## config.mk

```make
export PLATFORM = sky130hd
export DESIGN_NAME = match_reporter
export DESIGN_NICKNAME = d
export VERILOG_FILES = /design/src/rtl/ac_pkg.sv /design/src/rtl/match_fifo.sv /design/src/rtl/match_reporter.sv
export SDC_FILE = /design/constraint.sdc
export NUM_CORES = 1
export LEC_CHECK = 0
export BUFFER_PORTS_ARGS = -buffer_cell sky130_fd_sc_hd__buf_2
export CAP_MARGIN = 30
export CORE_UTILIZATION = 44
export CTS_CLUSTER_SIZE = 12
export DETAILED_ROUTE_END_ITERATION = 8
export GPL_ROUTABILITY_DRIVEN = 0
export PLACE_DENSITY_LB_ADDON = 0.12
export REMOVE_ABC_BUFFERS = 1
export SLEW_MARGIN = 5
export SYNTH_ARGS = -nofsm -noshare
export SYNTH_HDL_FRONTEND = slang
export SYNTH_SLANG_ARGS = --single-unit
export TNS_END_PERCENT = 10
```

## constraint.sdc

```tcl
create_clock -name CLK -period 3.1 [get_ports CLK]
set_clock_uncertainty 0.15 [all_clocks]
set_input_delay 0 -clock CLK [delete_from_list [all_inputs] [get_ports CLK]]
set_output_delay 0 -clock CLK [all_outputs]
set_load 0.01 [all_outputs]
```

## src/rtl/ac_pkg.sv

```systemverilog
// Shared definitions for the Aho-Corasick match reporting path.
//   STATE_W / NPAT / ID_W / POS_W : default widths of automaton state,
//                                   pattern mask, pattern index, position
//   match_rpt_t                   : one serialised report {id, pos}
//   fifo_entry_t                  : one buffered hit {mask, pos}
//   ser_state_t                   : serialiser states
package ac_pkg;

    localparam int STATE_W = 8;
    localparam int NPAT    = 8;
    localparam int ID_W    = 3;
    localparam int POS_W   = 16;

    typedef struct packed {
        logic [ID_W-1:0]  id;
        logic [POS_W-1:0] pos;
    } match_rpt_t;

    typedef struct packed {
        logic [NPAT-1:0]  mask;
        logic [POS_W-1:0] pos;
    } fifo_entry_t;

    typedef enum logic {
        SER_IDLE = 1'b0,
        SER_EMIT = 1'b1
    } ser_state_t;

endpackage

```

## src/rtl/match_fifo.sv

```systemverilog
// Synchronous show-ahead FIFO holding pending hit entries.
//   clk, rst         : clock, asynchronous active-high reset
//   flush            : synchronous clear of all entries
//   wr_en, wr_data   : push request and data
//   rd_en            : pop request (rd_data is the current head)
//   full, empty      : occupancy flags
// A push while full is accepted when a pop happens in the same cycle.
module match_fifo #(
    parameter int WIDTH = 24,
    parameter int DEPTH = 8
) (
    input  logic             clk,
    input  logic             rst,
    input  logic             flush,
    input  logic             wr_en,
    input  logic [WIDTH-1:0] wr_data,
    input  logic             rd_en,
    output logic [WIDTH-1:0] rd_data,
    output logic             full,
    output logic             empty
);

    localparam int AW = $clog2(DEPTH);

    logic [WIDTH-1:0] mem [DEPTH];
    logic [AW-1:0]    wr_ptr;
    logic [AW-1:0]    rd_ptr;
    logic [AW:0]      count;
    logic             do_wr;
    logic             do_rd;

    assign empty   = (count == '0);
    assign full    = (count == (AW+1)'(DEPTH));
    assign do_rd   = rd_en && !empty;
    assign do_wr   = wr_en && (!full || do_rd);
    assign rd_data = mem[rd_ptr];

    always_ff @(posedge clk or posedge rst) begin
        if (rst) begin
            wr_ptr <= '0;
            rd_ptr <= '0;
            count  <= '0;
        end else if (flush) begin
            wr_ptr <= '0;
            rd_ptr <= '0;
            count  <= '0;
        end else begin
            if (do_wr) wr_ptr <= wr_ptr + 1'b1;
            if (do_rd) rd_ptr <= rd_ptr + 1'b1;
            unique case ({do_wr, do_rd})
                2'b10:   count <= count + 1'b1;
                2'b01:   count <= count - 1'b1;
                default: count <= count;
            endcase
        end
    end

    always_ff @(posedge clk) begin
        if (do_wr && !flush) mem[wr_ptr] <= wr_data;
    end

endmodule

```

## src/rtl/match_reporter.sv

```systemverilog
// Looks up the output function of each automaton state reached by the
// table reader, tags hits with the stream position, buffers them and
// serialises one {pattern id, end position} report per matched pattern.
//   CLK, RST                  : clock, asynchronous active-high reset
//   EN                        : a character step completed this cycle
//   INITIALIZE                : synchronous stream restart (beats EN)
//   NOW_STATE, EN_MATCH       : next state and goto-success from reader
//   MATCH_READY               : consumer accepts the current report
//   MATCH_VALID/ID/POS        : report handshake and payload
//   OVERFLOW                  : sticky, a hit was dropped on a full FIFO
//   BUSY                      : work in flight anywhere in the stage
//
// Serialiser states:
//   state    | meaning
//   SER_IDLE | no report held; pops the FIFO head when one appears
//   SER_EMIT | cur_mask non-zero, reporting its lowest set bit
//
// The output-function ROM is supplied as a packed parameter (state i at
// bits [i*NPAT +: NPAT]) so the contents are fixed at elaboration from the
// generated output-state table without an initialisation block.
module match_reporter
    import ac_pkg::*;
#(
    parameter int STATE_W    = ac_pkg::STATE_W,
    parameter int NUM_STATES = 32,
    parameter int NPAT       = ac_pkg::NPAT,
    parameter int ID_W       = ac_pkg::ID_W,
    parameter int POS_W      = ac_pkg::POS_W,
    parameter int FIFO_DEPTH = 8,
    parameter logic [NUM_STATES*NPAT-1:0] ROM_INIT = '0
) (
    input  logic               CLK,
    input  logic               RST,
    input  logic               EN,
    input  logic               INITIALIZE,
    input  logic [STATE_W-1:0] NOW_STATE,
    input  logic               EN_MATCH,
    input  logic               MATCH_READY,
    output logic               MATCH_VALID,
    output logic [ID_W-1:0]    MATCH_ID,
    output logic [POS_W-1:0]   MATCH_POS,
    output logic               OVERFLOW,
    output logic               BUSY
);

    localparam int ROM_AW = $clog2(NUM_STATES);
    localparam logic [STATE_W:0] STATE_LIMIT = (STATE_W+1)'(NUM_STATES);

    typedef struct packed {
        logic [NPAT-1:0]  mask;
        logic [POS_W-1:0] pos;
    } hit_entry_t;

    logic [POS_W-1:0]   pos_q;
    logic               s1_valid;
    logic [STATE_W-1:0] s1_state;
    logic [POS_W-1:0]   s1_pos;
    logic               s1_hit;

    logic [ROM_AW-1:0]  rom_idx;
    logic [NPAT-1:0]    rom_word;
    logic               in_range;
    logic               push_req;

    hit_entry_t         push_entry;
    hit_entry_t         head;
    logic               fifo_full;
    logic               fifo_empty;
    logic               fifo_wr;
    logic               pop;

    ser_state_t         state_q, state_n;
    logic [NPAT-1:0]    cur_mask, mask_n;
    logic [POS_W-1:0]   cur_pos, pos_n;
    logic [NPAT-1:0]    rem_mask;
    logic [ID_W-1:0]    low_id;

    always_ff @(posedge CLK or posedge RST) begin
        if (RST) begin
            pos_q    <= '0;
            s1_valid <= 1'b0;
            s1_state <= '0;
            s1_pos   <= '0;
            s1_hit   <= 1'b0;
        end else if (INITIALIZE) begin
            pos_q    <= '0;
            s1_valid <= 1'b0;
        end else begin
            s1_valid <= EN;
            if (EN) begin
                pos_q    <= pos_q + 1'b1;
                s1_state <= NOW_STATE;
                s1_pos   <= pos_q;
                s1_hit   <= EN_MATCH;
            end
        end
    end

    // Stage 2: output-function lookup; states past the ROM have no output.
    assign rom_idx  = s1_state[ROM_AW-1:0];
    assign rom_word = ROM_INIT[int'(rom_idx)*NPAT +: NPAT];
    assign in_range = ({1'b0, s1_state} < STATE_LIMIT);
    assign push_req = s1_valid && s1_hit && in_range && (rom_word != '0)
                      && !INITIALIZE;

    assign push_entry.mask = rom_word;
    assign push_entry.pos  = s1_pos;

    // A pop in the same cycle frees the slot, so a full FIFO still accepts.
    assign fifo_wr = push_req && (!fifo_full || pop);

    always_ff @(posedge CLK or posedge RST) begin
        if (RST) begin
            OVERFLOW <= 1'b0;
        end else if (INITIALIZE) begin
            OVERFLOW <= 1'b0;
        end else if (push_req && fifo_full && !pop) begin
            OVERFLOW <= 1'b1;
        end
    end

    match_fifo #(
        .WIDTH ($bits(hit_entry_t)),
        .DEPTH (FIFO_DEPTH)
    ) u_fifo (
        .clk     (CLK),
        .rst     (RST),
        .flush   (INITIALIZE),
        .wr_en   (fifo_wr),
        .wr_data (push_entry),
        .rd_en   (pop),
        .rd_data (head),
        .full    (fifo_full),
        .empty   (fifo_empty)
    );

    always_comb begin
        low_id = '0;
        for (int i = NPAT - 1; i >= 0; i--) begin
            if (cur_mask[i]) low_id = ID_W'(i);
        end
    end

    // Clearing the lowest set bit is exactly mask & (mask - 1).
    assign rem_mask = cur_mask & (cur_mask - 1'b1);

    always_ff @(posedge CLK or posedge RST) begin
        if (RST) begin
            state_q  <= SER_IDLE;
            cur_mask <= '0;
            cur_pos  <= '0;
        end else begin
            state_q  <= state_n;
            cur_mask <= mask_n;
            cur_pos  <= pos_n;
        end
    end

    always_comb begin
        state_n = state_q;
        mask_n  = cur_mask;
        pos_n   = cur_pos;
        pop     = 1'b0;
        unique case (state_q)
            SER_IDLE: begin
                if (!fifo_empty) begin
                    pop     = 1'b1;
                    mask_n  = head.mask;
                    pos_n   = head.pos;
                    state_n = SER_EMIT;
                end
            end
            SER_EMIT: begin
                if (MATCH_READY) begin
                    if (rem_mask != '0) begin
                        mask_n = rem_mask;
                    end else if (!fifo_empty) begin
                        pop    = 1'b1;
                        mask_n = head.mask;
                        pos_n  = head.pos;
                    end else begin
                        mask_n  = '0;
                        pos_n   = '0;
                        state_n = SER_IDLE;
                    end
                end
            end
            default: state_n = SER_IDLE;
        endcase
        if (INITIALIZE) begin
            state_n = SER_IDLE;
            mask_n  = '0;
            pos_n   = '0;
            pop     = 1'b0;
        end
    end

    assign MATCH_VALID = (state_q == SER_EMIT);
    assign MATCH_ID    = MATCH_VALID ? low_id  : '0;
    assign MATCH_POS   = MATCH_VALID ? cur_pos : '0;
    assign BUSY        = s1_valid || !fifo_empty || MATCH_VALID;

endmodule

```

==> results.txt <==
status - complete, no violations
yosys warns - 0
final instance area - 1140 sq um
leakage - 0.575 nW
initial core utilization - 46.5%
HPWL Detailed - 1390 um
area of the die - 2510 sq um
largest net degree at the start of global routing - 15
number of global-route vias before repair - 691
Power per Cell Area - 309 nW/um^2
Crit Path Category - reg -> reg
die height - 50.1 um
ant diodes - 0
Max VDD drop - 0.000196 V
GRT Total Usage - 16.8%
Area after DPL - 1060 sq um
antenna violations before repair - 0
area leader, netlist - dfrtp_1
Synth Register Bits - 14
Hold Fails Final Rpt - 0
Initial DRC Count - 19
drt via density - 5.00
post-cts sizing count - 0
Worst EP arrival - 2.92 ns
CTS clk-pin slew, worst paths - 0.10 ns
layout cell share with drive strength beyond 1 - 25.8%
H-tree depth - 1
Synth Area per Inst - 9.53 sq um
most frequent cell after synthesis - buf_4
required time of the critical path - 3.11 ns
count of max-cap constraint violations - 0
crit-path max FO - 3
top cells by area, synth - dfrtp_1, buf_4, nor2_1
clk sinks - 14
RSZ-0062 raised after global routing - no
asr flop ratio synth - 100%
Post-DRT Antenna Nets - 0
Critical Path End Type - flip-flop
Rel. slew slack - 62.7%
CTS Buf Count - 3
nets@finish - 146
pre-CTS setup slack - 0.198 ns
number of flops mapped to enable cells by yosys - 0
Core ar. - 2190 sq um
Hold-fix buffers, CTS - 4
Clock Latency Late Sink - 0.28 ns
IO Pins - 36
first-pass GRT wire length - 3150 um
TNS Setup - 0 ns
Final Slew Violations - 0
std cell rows - 17
Root Buffer - clkbuf_4
Synth top cells by count - buf_4, dfrtp_1, nor2_1
wirelength, routed - 1910 um
gr ovfl total - 0
Mapped Cells - 107
CP Launch Type - flip-flop
Area growth syn-to-layout - 11.8%
CTS tree - yes
Fmax achieved - 344 MHz
IO buf count - 10
first-pass iteration count of the detailed router - 4
postcts setup bufs - 0
worst min-delay path class - in -> reg
Chip Width - 50.1 um
DRC - 0
wire length per cell - 12.3 um
min cycle time layout - 2.90 ns
Mapped Area - 1020 sq um
crit share post-route - 93.7%
worst setup margin - 0.196 ns
dominant synthesized flop cell - dfrtp_1
register area share after synthesis - 34.4%
Clock Path Buffers - 2
DR vias - 780
measured slew at the worst slew-check pin - 0.559 ns
top-area cell type share of the netlist area - 34.4%
Synth cell types - 41
setup violators final - 0
[flip-flops by register name, indices dropped and copies added (netlist names)]
register / count
u_fifo.count: 4
s1_valid: 1
cur_mask: 7
OVERFLOW: 1
MATCH_VALID: 1
[per-layer routing]
| metal | vias to the layer above | wire (um) | global-route usage [%] |
|---|---|---|---|
| li1 | 384 | - | - |
| met1 | 366 | 917 | 23.4 |
| met2 | 28 | 887 | 26.7 |
| met3 | 2 | 96 | 2.12 |
| met4 | 0 | 13 | 5.71 |
| met5 | - | 0 | 0 |
[worst paths after layout]
path                                         to  slack [ns]   startpoint  cells after the start
worst max-delay path            u_fifo.count[3]        0.20  cur_mask[2]                     11
worst min-delay path                MATCH_VALID        0.02  MATCH_READY                      4
worst max register to register  u_fifo.count[3]        0.20  cur_mask[2]                     11
worst min register to register         OVERFLOW        0.36     OVERFLOW                      1
max in group asynchronous           cur_mask[1]        2.27          RST                      3
min in group asynchronous       u_fifo.count[1]        0.15          RST                      3
[layout by cell type (no fill, tap or decap), types with 3 or more instances in the layout]
cell	count
o21a_1	5
dfrtp_1	14
nor2_1	12
inv_1	5
conb_1	16
buf_2	10
buf_4	7
nor3_1	5
dlygate4sd3_1	4
clkbuf_4	3
a21oi_1	8
[cell type report]
cell class	count	area, sq um
clock buffer	4	36.3
sequential	14	350
fill	207	1050
tap	28	35.0
timing repair buffer	21	143
multi-input combinational	84	557
inverter	5	18.8
[metrics by stage]
step                      power (mW)  hold slack, ns  util [%]  std cells
final                          0.353          0.0154      52.0        156
after global routing           0.367          0.0407      52.0        156
after CTS                      0.355          0.0108      52.0        156
after detailed placement       0.214         -0.0731      48.5        148
after global placement         0.214         -0.0780      48.5        148
after floorplan                0.206          -0.261         -        103
[critical path: stages (launching register included)]
cell	delay, ns
dfrtp_1	0.39
or3_4	0.42
a211oi_4	0.28
o311a_2	0.23
o21ai_2	0.08
nor2_1	0.14
ha_1	0.25
a21o_1	0.17
a21oi_1	0.15
nand2_1	0.08
a21oi_2	0.10
mux2_1	0.33
[cell families (layout without fill, tap and decap cells)]
family | Yosys count | count (layout) | share of synthesized area, %
fa+ha+maj | 4 | 4 | 5.40
buf+inv | 24 | 30 | 16.6
mux | 2 | 2 | 2.21
xor+xnor | 1 | 1 | 0.859
other cells | 1 | 16 | 0.368
compound gates | 26 | 26 | 21.0
flops | 14 | 14 | 34.4
simple gates | 35 | 35 | 19.3
[report_power, final]
group / leakage [nW] / internal, mW / switching [mW] / total, mW
clock network: 0.0210 / 0.0714 / 0.0667 / 0.138
logic: 0.359 / 0.00978 / 0.0214 / 0.0312
registers: 0.195 / 0.183 / 0.000163 / 0.183
total: 0.575 / 0.264 / 0.0883 / 0.353
Power figures use the tool's default switching activity.
